$ cat config.mk
export PLATFORM = sky130hd
export DESIGN_NAME = add_result_accumulator_flat
export DESIGN_NICKNAME = d
export VERILOG_FILES = /design/src/rtl/add_acc_pkg.sv /design/src/rtl/add_result_accumulator_if.sv /design/src/rtl/acc_sat_add.sv /design/src/rtl/add_result_accumulator.sv /design/src/flat_wrapper.sv
export SDC_FILE = /design/constraint.sdc
export NUM_CORES = 1
export LEC_CHECK = 0
export CORE_MARGIN = 5
export CORE_UTILIZATION = 35
export DETAILED_ROUTE_END_ITERATION = 7
export PLACE_DENSITY = 0.64
export SLEW_MARGIN = 20
export SYNTH_ARGS = -nofsm -noshare
export SYNTH_HDL_FRONTEND = slang
export SYNTH_SLANG_ARGS = --single-unit
$ cat constraint.sdc
create_clock -name clk -period 2.5 [get_ports clk]
set_input_delay 0.25 -clock clk [delete_from_list [all_inputs] [get_ports clk]]
set_output_delay 0.25 -clock clk [all_outputs]
set_load 0.05 [all_outputs]
$ cat src/rtl/add_acc_pkg.sv
// rtl/add_acc_pkg.sv - shared FSM state type and beat-counter sizing for the add-result accumulator
package add_acc_pkg;

  typedef enum logic [1:0] {
    IDLE  = 2'd0,
    ACCUM = 2'd1,
    DONE  = 2'd2
  } state_e;

  localparam int N_OPS_DEFAULT = 8;

  // Counter runs 0..n-1, so clog2(n) bits with a floor of one bit for n=1.
  function automatic int beat_cnt_width(input int n);
    return (n < 2) ? 1 : $clog2(n);
  endfunction

  localparam int BEAT_CNT_W = beat_cnt_width(N_OPS_DEFAULT);

endpackage

$ cat src/rtl/add_result_accumulator_if.sv
// rtl/add_result_accumulator_if.sv - adder-result input stream and batch-result output bundle
interface add_result_accumulator_if #(
  parameter int W  = 16,
  parameter int AW = 18
);
  logic          start;
  logic          in_valid;
  logic          in_ready;
  logic [W-1:0]  sum;
  logic          c_out;
  logic          out_valid;
  logic          out_ready;
  logic [AW-1:0] acc;
  logic [7:0]    carry_cnt;
  logic          ovf;

  modport master (
    output start, in_valid, sum, c_out, out_ready,
    input  in_ready, out_valid, acc, carry_cnt, ovf
  );

  modport slave (
    input  start, in_valid, sum, c_out, out_ready,
    output in_ready, out_valid, acc, carry_cnt, ovf
  );
endinterface

$ cat src/rtl/acc_sat_add.sv
// rtl/acc_sat_add.sv - AW-bit accumulate step with overflow flag
// ACC_SATURATE_EN defined: clamp at all-ones on overflow; undefined: wrap modulo 2^AW.
module acc_sat_add #(
  parameter int W  = 16,
  parameter int AW = 18
) (
  input  logic [AW-1:0] acc_i,
  input  logic [W:0]    addend_i,
  output logic [AW-1:0] sum_o,
  output logic          ovf_o
);
  logic [AW:0] full;

  assign full  = {1'b0, acc_i} + {{(AW-W){1'b0}}, addend_i};
  assign ovf_o = full[AW];

`ifdef ACC_SATURATE_EN
  // Once clamped, any further non-zero add overflows again, so the value sticks.
  assign sum_o = ovf_o ? {AW{1'b1}} : full[AW-1:0];
`else
  assign sum_o = full[AW-1:0];
`endif

endmodule

$ cat src/rtl/add_result_accumulator.sv
// rtl/add_result_accumulator.sv - batches N_OPS adder results {c_out,sum} into one total
// Overflow policy selected by ACC_SATURATE_EN inside acc_sat_add.
module add_result_accumulator
  import add_acc_pkg::*;
#(
  parameter int W     = 16,
  parameter int AW    = 18,
  parameter int N_OPS = 8
) (
  input  logic                      clk,
  input  logic                      rst,
  add_result_accumulator_if.slave   bus
);
  localparam int CW = beat_cnt_width(N_OPS);
  localparam logic [CW-1:0] LAST_BEAT = CW'(N_OPS - 1);

  state_e        state_q, state_d;
  logic [AW-1:0] acc_q, acc_d;
  logic [7:0]    carry_q, carry_d;
  logic          ovf_q, ovf_d;
  logic [CW-1:0] beat_q, beat_d;
  logic [AW-1:0] add_sum;
  logic          add_ovf;
  logic          fire;

  acc_sat_add #(.W(W), .AW(AW)) u_add (
    .acc_i    (acc_q),
    .addend_i ({bus.c_out, bus.sum}),
    .sum_o    (add_sum),
    .ovf_o    (add_ovf)
  );

  assign fire          = bus.in_valid && (state_q == ACCUM);
  assign bus.in_ready  = (state_q == ACCUM);
  assign bus.out_valid = (state_q == DONE);
  assign bus.acc       = acc_q;
  assign bus.carry_cnt = carry_q;
  assign bus.ovf       = ovf_q;

  always_comb begin
    state_d = state_q;
    acc_d   = acc_q;
    carry_d = carry_q;
    ovf_d   = ovf_q;
    beat_d  = beat_q;
    case (state_q)
      IDLE: begin
        if (bus.start) begin
          state_d = ACCUM;
          acc_d   = '0;
          carry_d = '0;
          ovf_d   = 1'b0;
          beat_d  = '0;
        end
      end
      ACCUM: begin
        if (fire) begin
          acc_d   = add_sum;
          ovf_d   = ovf_q | add_ovf;
          carry_d = carry_q + {7'd0, bus.c_out};
          if (beat_q == LAST_BEAT) begin
            beat_d  = '0;
            state_d = DONE;
          end else begin
            beat_d = beat_q + 1'b1;
          end
        end
      end
      DONE: begin
        if (bus.out_ready) state_d = IDLE;
      end
      default: state_d = IDLE;
    endcase
  end

  always_ff @(posedge clk) begin
    if (rst) begin
      state_q <= IDLE;
      acc_q   <= '0;
      carry_q <= '0;
      ovf_q   <= 1'b0;
      beat_q  <= '0;
    end else begin
      state_q <= state_d;
      acc_q   <= acc_d;
      carry_q <= carry_d;
      ovf_q   <= ovf_d;
      beat_q  <= beat_d;
    end
  end

endmodule
$ cat src/flat_wrapper.sv
// flat-port wrapper written by rule: the top's interface ports become plain ports
module add_result_accumulator_flat import add_acc_pkg::*;
#(
  parameter int W     = 16,
  parameter int AW    = 18,
  parameter int N_OPS = 8
)
  (clk, rst, bus_start, bus_in_valid, bus_sum, bus_c_out, bus_out_ready, bus_in_ready, bus_out_valid, bus_acc, bus_carry_cnt, bus_ovf);
  add_result_accumulator_if #(.W(W), .AW(AW)) bus_i ();
  input  logic clk;
  input  logic rst;
  input wire logic [$bits(bus_i.start)-1:0] bus_start;
  input wire logic [$bits(bus_i.in_valid)-1:0] bus_in_valid;
  input wire logic [$bits(bus_i.sum)-1:0] bus_sum;
  input wire logic [$bits(bus_i.c_out)-1:0] bus_c_out;
  input wire logic [$bits(bus_i.out_ready)-1:0] bus_out_ready;
  output wire logic [$bits(bus_i.in_ready)-1:0] bus_in_ready;
  output wire logic [$bits(bus_i.out_valid)-1:0] bus_out_valid;
  output wire logic [$bits(bus_i.acc)-1:0] bus_acc;
  output wire logic [$bits(bus_i.carry_cnt)-1:0] bus_carry_cnt;
  output wire logic [$bits(bus_i.ovf)-1:0] bus_ovf;
  assign bus_i.start = bus_start;
  assign bus_i.in_valid = bus_in_valid;
  assign bus_i.sum = bus_sum;
  assign bus_i.c_out = bus_c_out;
  assign bus_i.out_ready = bus_out_ready;
  assign bus_in_ready = bus_i.in_ready;
  assign bus_out_valid = bus_i.out_valid;
  assign bus_acc = bus_i.acc;
  assign bus_carry_cnt = bus_i.carry_cnt;
  assign bus_ovf = bus_i.ovf;
  add_result_accumulator #(.W(W), .AW(AW), .N_OPS(N_OPS)) u_core (.clk(clk), .rst(rst), .bus(bus_i));
endmodule
Word level (Yosys, flattened, before mapping). Index checks and enable logic that the tools add are counted.

Bits in writable memories: 0. Bits in registers: 32. Memories kept: 0. Input port bits: 22. Latch bits: 0. Memory bits (read-only): 0. Output and inout port bits: 29.

Eq/ne operators: 7. Muxes and demuxes: 18. Bitwise logic cells: 1. Shift-type cells: 0. Reductions and logical operators: 5. Multipliers: 0. Add/sub/neg operators: 3. Magnitude comparators: 0. Div/mod/pow operators: 0.

Operators by type and width (number): $mux 18 (2); $pmux 18 s2 (1); $add 18x17->19 (1); $mux 8 (2); $pmux 8 s2 (1); $mux 3 (3); $add 8x1->8 (1); $mux 2 (4); $pmux 2 s3 (1); $pmux 3 s2 (1); $ne 2x1->1 const B (2); $ne 2x2->1 const B (2); $reduce_and 4->1 (1); $add 3x1->3 const B (1); $eq 3x3->1 const B (1); $reduce_and 3->1 (1); $eq 2x1->1 const B (1); $eq 2x2->1 const B (1); $logic_not 2->1 (1); $mux 1 (2); $pmux 1 s2 (1); $reduce_bool 2->1 (1); $logic_and 1x1->1 (1); $or 1x1->1 (1).

Logic depth before layout (Yosys ltp).
Depth in word-level cells: 4. Depth in mapped cells: 9.

Hierarchy. From an unflattened synthesis, not the netlist that was laid out.

Cell total of the unflattened synthesis: 298. Area, all modules: 2361.0 um2.

Modules (own cells, without submodules): add_result_accumulator (times used 1, seq. area each 640.6 um2, area each 1370.1 um2, cells each 160); acc_sat_add (times used 1, seq. area each 0.0 um2, area each 991.0 um2, cells each 138).

Worst setup path before layout. No wires, ideal clock.

Path type: register -> register. Start: register u_core.acc_q[0], in the netlist u_core.bus.acc[0]. End: register u_core.ovf_q, in the netlist u_core.bus.ovf. Setup slack: -0.097 ns. Path buffers: 0. Data arrival time: 2.511 ns. Library setup time: 0.086 ns. Data required time: 2.414 ns. Stages on the path, launching flop included: 10. Clock period less this slack: 2.597 ns. Cell sequence: dfxtp_1 > ha_1 > inv_1 > fa_1 > nor2b_4 > o2111a_1 > or4_4 > nand2_1 > or4_1 > a211oi_1.

Longest elaborated chain between the ends: 4.

Ends and longest elaborated chain: start, declared (RTL line add_result_accumulator.sv:18) `logic [AW-1:0] acc_q, acc_d;`; start signal, assigned (RTL line add_result_accumulator.sv:79) `acc_q <= '0;`; start signal, assigned (RTL line add_result_accumulator.sv:85) `acc_q <= acc_d;`; $add 18x17->19 (RTL line acc_sat_add.sv:14) `assign full = {1'b0, acc_i} + {{(AW-W){1'b0}}, addend_i};`; $or 1x1->1 (RTL line add_result_accumulator.sv:59) `ovf_d = ovf_q | add_ovf;`; $mux 1 (RTL line add_result_accumulator.sv:57) `if (fire) begin`; $pmux 1 s2 (RTL line add_result_accumulator.sv:46) `case (state_q)`; end signal, assigned (RTL line add_result_accumulator.sv:87) `ovf_q <= ovf_d;`; end, declared (RTL line add_result_accumulator.sv:20) `logic ovf_q, ovf_d;`.

No other way between the ends. The select of a mux whose other input is x is not followed. A chain may end at the register's enable or synchronous reset.

Worst setup path in the final report.
Start: input bus_sum[0]. End: register u_core.ovf_q, in the netlist u_core.bus.ovf.

Longest elaborated chain between the ends: 4.

Ends and longest elaborated chain: start, declared (RTL line flat_wrapper.sv:14) `input wire logic [$bits(bus_i.sum)-1:0] bus_sum;`; $add 18x17->19 (RTL line acc_sat_add.sv:14); $or 1x1->1 (RTL line add_result_accumulator.sv:59); $mux 1 (RTL line add_result_accumulator.sv:57); $pmux 1 s2 (RTL line add_result_accumulator.sv:46).

No other way between the ends. The select of a mux whose other input is x is not followed.

==> qor.txt <==
area leader, netlist -> dfxtp_1
Yosys top cell area share -> 0.298
Arr. time, crit path -> 2590 ps
placed cell area -> 2870 sq um
Initial Util -> 0.362
largest family of logic cells by synthesized area -> simple AND/OR/NAND/NOR gates
Distinct cells, synth -> 46
clk root buf -> clkbuf_8
Ports -> 51
cell leakage power -> 1.22 nW
simple-gate portion of the synthesized area -> 0.239
final core utilization -> 0.501
Post-Synthesis Cells -> 273
sequential element share of the synthesized area -> 0.298
Synth warnings -> 0
TritonCTS buffer count -> 5
Die W -> 88.4 um
GRT Util Overall -> 0.164
Syn Std Cell Area -> 2150 sq um
global route total overflow -> 0
drt initial violations -> 71
IO Port Bufs -> 50
Avg Cell Area, Syn -> 7.89 sq um
drt total wl -> 6040 um
ys flop type -> dfxtp_1
Die Y -> 88.4 um
status -> completed
TritonCTS clock tree -> yes
R2R Path Start -> u_core.bus.acc[0]
RSZ-0062 raised after global routing -> no
fin cells -> 418
number of global-route vias before repair -> 2185
critical path class -> input pin to flop
Final setup viols -> 0
DR vias -> 2162
Critical Path End Type -> flop
FILL cells -> 623
First-pass DRT Iterations -> 4
WP data required -> 2700 ps
global-route wire length before repair -> 10100 um
Core Region -> 5960 sq um
Max H-tree Level -> 2
WL/cell -> 14.5 um
Pins Over Slew Limit -> 0
HPWL Detailed -> 4670 um
relative slew slack -> 0.507
Tightest Pin Transition -> 738 ps
antenna-violating nets left -> 0
Nets -> 386
Remaining DRCs -> 0
Skew-Pair Late Insertion Delay -> 290 ps
Worst Setup Start Kind -> input pin
Max Fanout on Critical Path -> 2
RePlAce Congestion -> 0.844
ant diodes -> 0
Synth async-reset ratio -> 0
Setup Buffers After CTS -> 0
fin crit period -> 2390 ps
Critical-path top delay cell -> or4_1
adder-cell share of the synthesized area -> 0.131
synth-to-layout area growth -> 38.5%
mux share of post-synthesis cell area -> 0.00988
syn_nets -> 317
XOR/XNOR share of the synthesized area -> 0.0691
Crit. Startpoint -> bus_sum[0]
fraction of layout cells with a size suffix above 1 -> 0.105
peak supply drop -> 200 uV
Final Hold Fails -> 0
most frequent cell after synthesis -> nor2_1
Cell Rows -> 28
largest net degree at the start of global routing -> 15
# resized after CTS -> 0
clk sinks -> 32
maximum clock path buffer count -> 2
clock skew -> 9.89 ps
min-delay src -> u_core.beat_q[1]
Multi-input gate area -> 1440 sq um
initial antenna violation count -> 0
Post-CTS Hold Buffers -> 0
Seq cells post-synth -> 32
Vias per Instance -> 5.17
Reg clk slew, reported paths -> 80 ps
CP cell instances -> clkdlybuf4s50_1 > ha_1 > inv_1 > fa_1 > nor2b_4 > o2111a_1 > or4_4 > nand2_1 > or4_1 > a211oi_1
Hold Path Class -> flop to flop
fmax -> 0.418 GHz
full die area -> 7820 sq um
most area-consuming cells after synthesis -> dfxtp_1, ha_1, nor2_1
most common library cells after synthesis -> nor2_1, dfxtp_1, nand2_1
hold slack final -> 462 ps
total of max-cap violations -> 0
Compound-Gate Fraction of Synth Area -> 0.219
period utilisation layout -> 0.956
CP max stage delay -> 470 ps
Finished Cell Area -> 2980 sq um
pwr dens -> 476 nW/um^2
Post-synth EDFFs -> 0
register area -> 643 sq um
Cells after DPL -> 410
[metrics by stage]
stage	setup slack, ps	setup TNS, ps	power, W
detailed placement	-162	-457	0.000912
global route	11.9	0	0.00149
floorplan	89.4	0	0.000775
finish	109	0	0.00142
global placement	-115	-275	0.000910
CTS	121	0	0.00143
[placed cells by master, fill, tap and decap left out, drive strengths merged, types with 11 or more instances in the layout]
master and instances:
clkdlybuf4s50 50, nor2 33, dfxtp 32, nand2 27
a21oi 24, buf 22, ha 21, o21ai 20
nand3 13, xnor2 11
[final timing paths]
| kind | end | slack [ps] | cells past startpoint |
|---|---|---|---|
| max | u_core.bus.ovf | 110 | 10 |
| min reg2reg | u_core.beat_q[1] | 460 | 2 |
| max reg2reg | u_core.bus.ovf | 190 | 9 |
| min | u_core.beat_q[1] | 460 | 2 |
[per-layer routing]
metal,GRT usage,part of all wire
met2,0.281,0.47
met5,0,0
met1,0.211,0.46
met3,0.0354,0.058
met4,0.0371,0.0091
[worst max-delay path: cells and delay by family]
family | cells | cell delay [ps]
AO/OA/AOI/OAI | 2 | 440
adder cells (fa/ha/maj) | 2 | 580
AND/OR/NAND/NOR | 4 | 800
buffers and inverters | 2 | 510
[layout make-up]
cell class              count  area share
flip-flops and latches     32       0.216
clock buffers               5      0.0231
multi-input cells         223       0.482
inverters                   8      0.0101
repair buffers             72       0.223
well taps                  75      0.0315
clock inverters             3      0.0143
[sequential cells by signal (all words and copies together), names as in the netlist]
| name | flops |
|---|---|
| u_core.state_q | 2 |
| u_core.bus.carry_cnt | 8 |
| u_core.bus.ovf | 1 |
| u_core.bus.acc | 18 |
| u_core.beat_q | 3 |
[kinds of logic after synthesis]
| family | count (synthesis) |
|---|---|
| simple gates | 106 |
| buf+inv | 18 |
| mux | 2 |
| fa+ha+maj | 22 |
| xor+xnor | 17 |
| flops | 32 |
| compound gates | 76 |
[report_power, final]
part / switching (W) / leakage, nW / internal (W)
Sequential: 0.0000139 / 0.260 / 0.000525
Combinational: 0.000204 / 0.900 / 0.000158
Clock: 0.000222 / 0.0541 / 0.000295
Total: 0.000440 / 1.22 / 0.000979
(Power assumes the default switching activity.)
